### src/rtl/hazard_stall_unit.sv
// Stall, bubble and flush control for IF/ID/EX, covering what forwarding cannot.
// Also tracks mult/div busy time, protocol errors and stall cycles.
module hazard_stall_unit #(
  parameter int MULT_LAT = 4,
  parameter int DIV_LAT  = 12,
  parameter int CNT_W    = 32
) (
  input  logic             clk,
  input  logic             reset,
  input  logic [5:0]       IFID_rs,
  input  logic [5:0]       IFID_rt,
  input  logic             IFID_uses_rt,
  input  logic             IFID_md_read,
  input  logic             IFID_md_issue,
  input  logic             IDEX_MemRd,
  input  logic             IDEX_RegWr,
  input  logic [5:0]       IDEX_rdes,
  input  logic             IDEX_md_start,
  input  logic             IDEX_md_div,
  input  logic             EX_branch_taken,
  output logic             PC_Wr,
  output logic             IFID_Wr,
  output logic             IFID_Flush,
  output logic             IDEX_Bubble,
  output logic             md_busy,
  output logic             md_err,
  output logic [CNT_W-1:0] stall_cnt
);

  typedef enum logic {
    IDLE,
    BUSY
  } md_state_t;

  logic [3:0] md_cnt;
  logic [3:0] md_cnt_nx;
  logic       md_err_nx;
  md_state_t  state;
  logic       load_use;
  logic       md_hazard;
  logic       stall;

  assign state   = (md_cnt != 4'd0) ? BUSY : IDLE;
  assign md_busy = (state == BUSY);

  assign load_use = IDEX_MemRd & IDEX_RegWr &
                    (IDEX_rdes != 6'd0) &
                    ((IDEX_rdes == IFID_rs) |
                     (IFID_uses_rt & (IDEX_rdes == IFID_rt)));

  assign md_hazard = md_busy & (IFID_md_read | IFID_md_issue);

  // A taken branch means ID is wrong-path, so it never stalls.
  assign stall = ~EX_branch_taken & (load_use | md_hazard);

  always_comb begin
    PC_Wr       = 1'b1;
    IFID_Wr     = 1'b1;
    IFID_Flush  = 1'b0;
    IDEX_Bubble = 1'b0;
    if (reset) begin
      PC_Wr       = 1'b0;
      IFID_Wr     = 1'b0;
      IFID_Flush  = 1'b1;
      IDEX_Bubble = 1'b1;
    end else if (EX_branch_taken) begin
      IFID_Flush  = 1'b1;
      IDEX_Bubble = 1'b1;
    end else if (stall) begin
      PC_Wr       = 1'b0;
      IFID_Wr     = 1'b0;
      IDEX_Bubble = 1'b1;
    end
  end

  always_comb begin
    md_cnt_nx = md_cnt;
    md_err_nx = md_err;
    unique case (state)
      IDLE: begin
        if (IDEX_md_start)
          md_cnt_nx = IDEX_md_div ? 4'(DIV_LAT)
                                  : 4'(MULT_LAT);
      end
      BUSY: begin
        md_cnt_nx = md_cnt - 4'd1;
        if (IDEX_md_start)
          md_err_nx = 1'b1;
      end
      default: md_cnt_nx = 4'd0;
    endcase
  end

  always_ff @(posedge clk) begin
    if (reset) begin
      md_cnt    <= 4'd0;
      md_err    <= 1'b0;
      stall_cnt <= '0;
    end else begin
      md_cnt <= md_cnt_nx;
      md_err <= md_err_nx;
      if (stall)
        stall_cnt <= stall_cnt + CNT_W'(1);
    end
  end

endmodule

### config.mk
export PLATFORM = sky130hd
export DESIGN_NAME = hazard_stall_unit
export DESIGN_NICKNAME = d
export VERILOG_FILES = /design/src/rtl/hazard_stall_unit.sv
export SDC_FILE = /design/constraint.sdc
export NUM_CORES = 1
export LEC_CHECK = 0
export ABC_AREA = 1
export CORE_MARGIN = 2
export CORE_UTILIZATION = 49
export CTS_BUF_LIST = sky130_fd_sc_hd__clkbuf_4 sky130_fd_sc_hd__clkbuf_8
export DETAILED_ROUTE_END_ITERATION = 12
export PLACE_DENSITY = 0.83
export REMOVE_ABC_BUFFERS = 1
export SETUP_SLACK_MARGIN = 0.3
export SLEW_MARGIN = 0
export SYNTH_ARGS = -nofsm -noshare
export SYNTH_HDL_FRONTEND = slang
export SYNTH_SLANG_ARGS = --single-unit
### constraint.sdc
create_clock -name clk -period 2.3 [get_ports clk]
set_input_delay 0.345 -clock clk [delete_from_list [all_inputs] [get_ports clk]]
set_output_delay 0.345 -clock clk [all_outputs]
set_load 0.1 [all_outputs]
After elaboration in Yosys (flattened, before gate mapping)

Cells that the tools add are included.

Bits in registers: 37
Input port bits: 28
Output and inout bits: 38
Word-level logic and storage cells: 34

Add/sub/neg operators: 2
Eq/ne operators: 3
Mux-type cells: 12
Bitwise operators: 11
Reductions and logical operators: 3

Operators by type and width:

| cell                                             | count |
|---|---|
| adder 32 x 1 -> 32 bit, second input constant    | 1 |
| == test 6 bit                                    | 2 |
| two-way mux 1 bit                                | 9 |
| two-way mux 4 bit                                | 2 |
| case mux 4 bit (2 select lines)                  | 1 |
| AND 1 bit                                        | 6 |
| nonzero test 6 bit                               | 1 |
| nonzero test 4 bit                               | 1 |
| subtractor 4 x 1 -> 4 bit, second input constant | 1 |
| bitwise OR 1 bit                                 | 3 |
| inequality test 2 bit, second input constant     | 1 |
| inverter 1 bit                                   | 2 |
| AND reduction 2 bit                              | 1 |

Depth between registers and ports, before layout

Word-level depth: 9
Gate-level depth with buffers: 14
Mapped depth without buffers: 14

Least setup slack after synthesis

Ideal clock, no wire load.

Kind: register to output
Start: reg md_cnt[0]
End: out PC_Wr
Arrival: 3257 ps
Required time: 1955 ps
Slack: -1302 ps
Stages on the path, launching flop included: 10
Buffers on the path: 2
Path through: dfxtp_1 -> nor2_2 -> nand2_2 -> nor2_4 -> inv_2 -> o21ai_4 -> nand2_8 -> buf_6 -> a21oi_1 -> buf_4

Longest elaborated chain between the ends: 8

RTL lines:

| element                        | RTL line | text |
|---|---|---|
| start: declaration             | 35       | `logic [3:0] md_cnt;` |
| start signal: assignment       | 100      | `md_cnt <= md_cnt_nx;` |
| nonzero test 4 bit             | 43       | `assign state = (md_cnt != 4'd0) ? BUSY : IDLE;` |
| two-way mux 1 bit              | 43       |  |
| net md_busy                    | 25       | `output logic md_busy,` |
| AND 1 bit                      | 51       | `assign md_hazard = md_busy & (IFID_md_read \| IFID_md_issue);` |
| bitwise OR 1 bit               | 54       | `assign stall = ~EX_branch_taken & (load_use \| md_hazard);` |
| AND 1 bit                      | 54       |  |
| two-way mux 1 bit (3 in a row) | n/a      |  |
| end: declaration               | 21       | `output logic PC_Wr,` |

The timed path passes the listed nets, and every way through them passes these cells.

Final worst setup path

Start: reg md_cnt[0]
End: out PC_Wr

Longest elaborated chain between the ends: 8

RTL lines:

| element            | RTL line | text |
|---|---|---|
| nonzero test 4 bit | 43       |  |
| two-way mux 1 bit  | 43       |  |
| AND 1 bit          | 51       |  |
| bitwise OR 1 bit   | 54       |  |
| AND 1 bit          | 54       |  |
| two-way mux 1 bit  | 69       | `end else if (stall) begin` |
| two-way mux 1 bit  | 66       | `end else if (EX_branch_taken) begin` |
| two-way mux 1 bit  | 61       | `if (reset) begin` |

Every way passes these cells.

==> results.md <==
- Most common cell after layout, fill and taps aside: nand2_1
- Post-synth EDFFs: 0
- Fmax: 505 MHz
- Crit path depth: 9
- # DRC: 0
- FFs w/ async S/R, synth: 0%
- Top cell family by delay on the critical path: simple AND/OR/NAND/NOR gates
- First-pass GRT wire length: 10.2 mm
- Clock-pin slew on the worst setup and hold paths: 0.07 ns
- Total of max-cap violations: 0
- Fill count: 432
- Die ar.: 5370 um2
- Cell mode on critical path: nor2_4
- CTS tree: done
- Total iterations of the first detailed-routing run: 4
- Register-to-register setup slack: 0.52 ns
- Hpwl dp: 4.54 mm
- Root buf cell: clkbuf_8
- Clock Latency Late Sink: 0.30 ns
- Crit path to: PC_Wr
- M2 GR Usage: 38.9%
- Cell variety after synth: 28
- Slew Limit Fails: 0
- Worst slew pin tran: 0.364 ns
- Final RePlAce weighted congestion: 0.858
- Drt wl/cell: 11.6 um
- Seq cells post-synth: 37
- CTS sink count: 37
- Terminus of the critical flop-to-flop path: stall_cnt[16]
- Worst Path Arrival: 1.63 ns
- Final ANT Viol Nets: 0
- Layout cells sized above 1: 18.8%
- I/O pins: 66
- Ant diodes: 0
- GRT met1 Usage: 29.5%
- Core area: 4660 um2
- Width of the die: 73.3 um
- Met3 Resource Use GR: 4.39%
- Area Overhead vs Synth: 34.9%
- GRT busiest layer: met2
- Critical path type: flip-flop to output pin
- Initial Util: 50.4%
- Worst Hold Class: flip-flop to flip-flop
- Pwr dens: 799 nW/um2
- CTS H-tree lvls: 2
- Vias per cell: 5.18
- Ys Warns: 0
- Cts hold-fix bufs: 0
- WP data required: 1.96 ns
- Fin nets: 491
- Crit path from: md_cnt[0]
- Fin. Hold Viols: 0
- Dpl cell area: 2980 um2
- Non-filler instance count after layout: 517
- Rows: 25
- RSZ-0062 raised after global routing: yes
- Inserted Clock Buffers: 5
- Post-Route WL: 6.00 mm
- Worst setup EP type: output pin
- 1st-iter DRT viols: 125
- Leak pwr: 0.00149 uW
- Total Negative Setup Slacks: 0 ns
- Pin count of the biggest net entering global routing: 47
- WP buf/inv: 3
- Fin area: 3170 um2
- Final worst slack: 0.320 ns
- Post-Place Setup Slack: 0.0419 ns
- RR Startpoint: stall_cnt[0]
- Time the worst path needs with I/O delays and setup: 1.98 ns
- Vias in the first global route: 2410
- Register-to-Register Path Depth: 10
- Overall routing resource usage: 23.5%
- Grt total ovfl: 0
- Peak VDD IR: 0.000903 V
- Cells after Synth: 387
- Syn Area/Cell: 6.07 um2
- CTS Buffer Depth: 2
- Mapped Area: 2350 um2
- Vias: 2676
- Type of origin of the critical path: flip-flop
- Maximum fanout along the worst path: 4
- Commonest cells after routing, fill and taps aside: nand2_1 (104), nor2_1 (72), buf_4 (46), nand3_1 (40), inv_1 (39)
- Crit path largest cell delay: 0.36 ns
- Clock skew: 0.00682 ns
- DIE HEIGHT: 73.3 um
- Critical path, cell by cell: nor2_4, nand2_2, nor2_4, inv_2, o21ai_4, nand2_8, a21oi_4, buf_6, buf_12
- Number of port buffers: 65
- Relative slew slack: 75.5%
- Ys flop type: dfxtp_1
- Placed cells: 501
- Period utilisation layout: 86.1%
- Final setup violation count: 0
- Max stage delay cell, worst path: dfxtp_4
- Outcome: complete, no violations
- Initial antenna violation count: 0
- Seq/Total Area, Yosys: 31.5%
[through the flow]
| step | hold slack, ns | power [uW] | utilization, % |
|---|---|---|---|
| after detailed placement | 0.465 | 1790 | 63.9 |
| after CTS | 0.480 | 2460 | 67.0 |
| after floorplan | 0.414 | 1480 | - |
| final | 0.460 | 2530 | 68.0 |
| after global routing | 0.471 | 2650 | 68.0 |
| after global placement | 0.453 | 1770 | 63.9 |
[sequential cells by signal, summed over array words and instances, names as in the netlist]
register and count:
stall_cnt 32, md_cnt 4, md_err 1
[area by class of cell]
type | count | area (um2) | area share (%)
clock inverters | 2 | 37.5 | 1.18
inverters | 46 | 173 | 5.45
repair buffers | 79 | 701 | 22.1
flip-flops and latches | 37 | 746 | 23.5
well taps | 54 | 67.6 | 2.13
multi-input cells | 293 | 1360 | 43.0
clock buffers | 6 | 82.6 | 2.60
[worst min-delay path by stage]
stage               startpoint        end  slack (ns)  cells after the start
floorplan                reset  md_cnt[1]        0.41                      1
finish               md_cnt[0]  md_cnt[0]        0.46                      1
global placement        md_err     md_err        0.45                      2
detailed placement      md_err     md_err        0.46                      2
global route         md_cnt[0]  md_cnt[0]        0.47                      1
CTS                  md_cnt[0]  md_cnt[0]        0.48                      1
[routing by layer]
| layer | vias up | share of wire, % | wire [um] |
|---|---|---|---|
| met4 | 0 | 2.5 | 150 |
| li1 | 1380 | - | - |
| met5 | - | 0 | 0 |
| met1 | 1198 | 44 | 2670 |
| met3 | 17 | 5.7 | 342 |
| met2 | 81 | 47 | 2840 |
[power breakdown]
part           leakage (uW)  internal [uW]  switching, uW
sequential         0.000300            692           50.2
clock             0.0000574            353            242
combinational       0.00113            414            782
total               0.00149           1460           1070
[synthesized netlist by cell type (4+ instances only)]
library cell / n / area, um2
nand3_1: 40 / 200
buf_6: 6 / 67.6
inv_2: 5 / 18.8
o21ai_0: 4 / 20.0
a21oi_1: 35 / 175
inv_1: 40 / 150
nand2_1: 104 / 390
nand4_1: 8 / 50.1
nor3_1: 6 / 30.0
dfxtp_1: 37 / 741
nor2_1: 73 / 274
nor2_2: 6 / 37.5
[cell families after synthesis]
family | synth area share, %
adder cells (fa/ha/maj) | 0.532
XOR/XNOR | 0.373
flip-flops | 31.5
AO/OA/AOI/OAI | 9.00
AND/OR/NAND/NOR | 47.3
buffers and inverters | 11.2
[what timing repair did]
action                     CTS  global route
pin swaps                   16             8
setup buffers                5             3
setup endpoints to repair    3             5
resized for setup           24            10
Power figures use the tool's default switching activity.
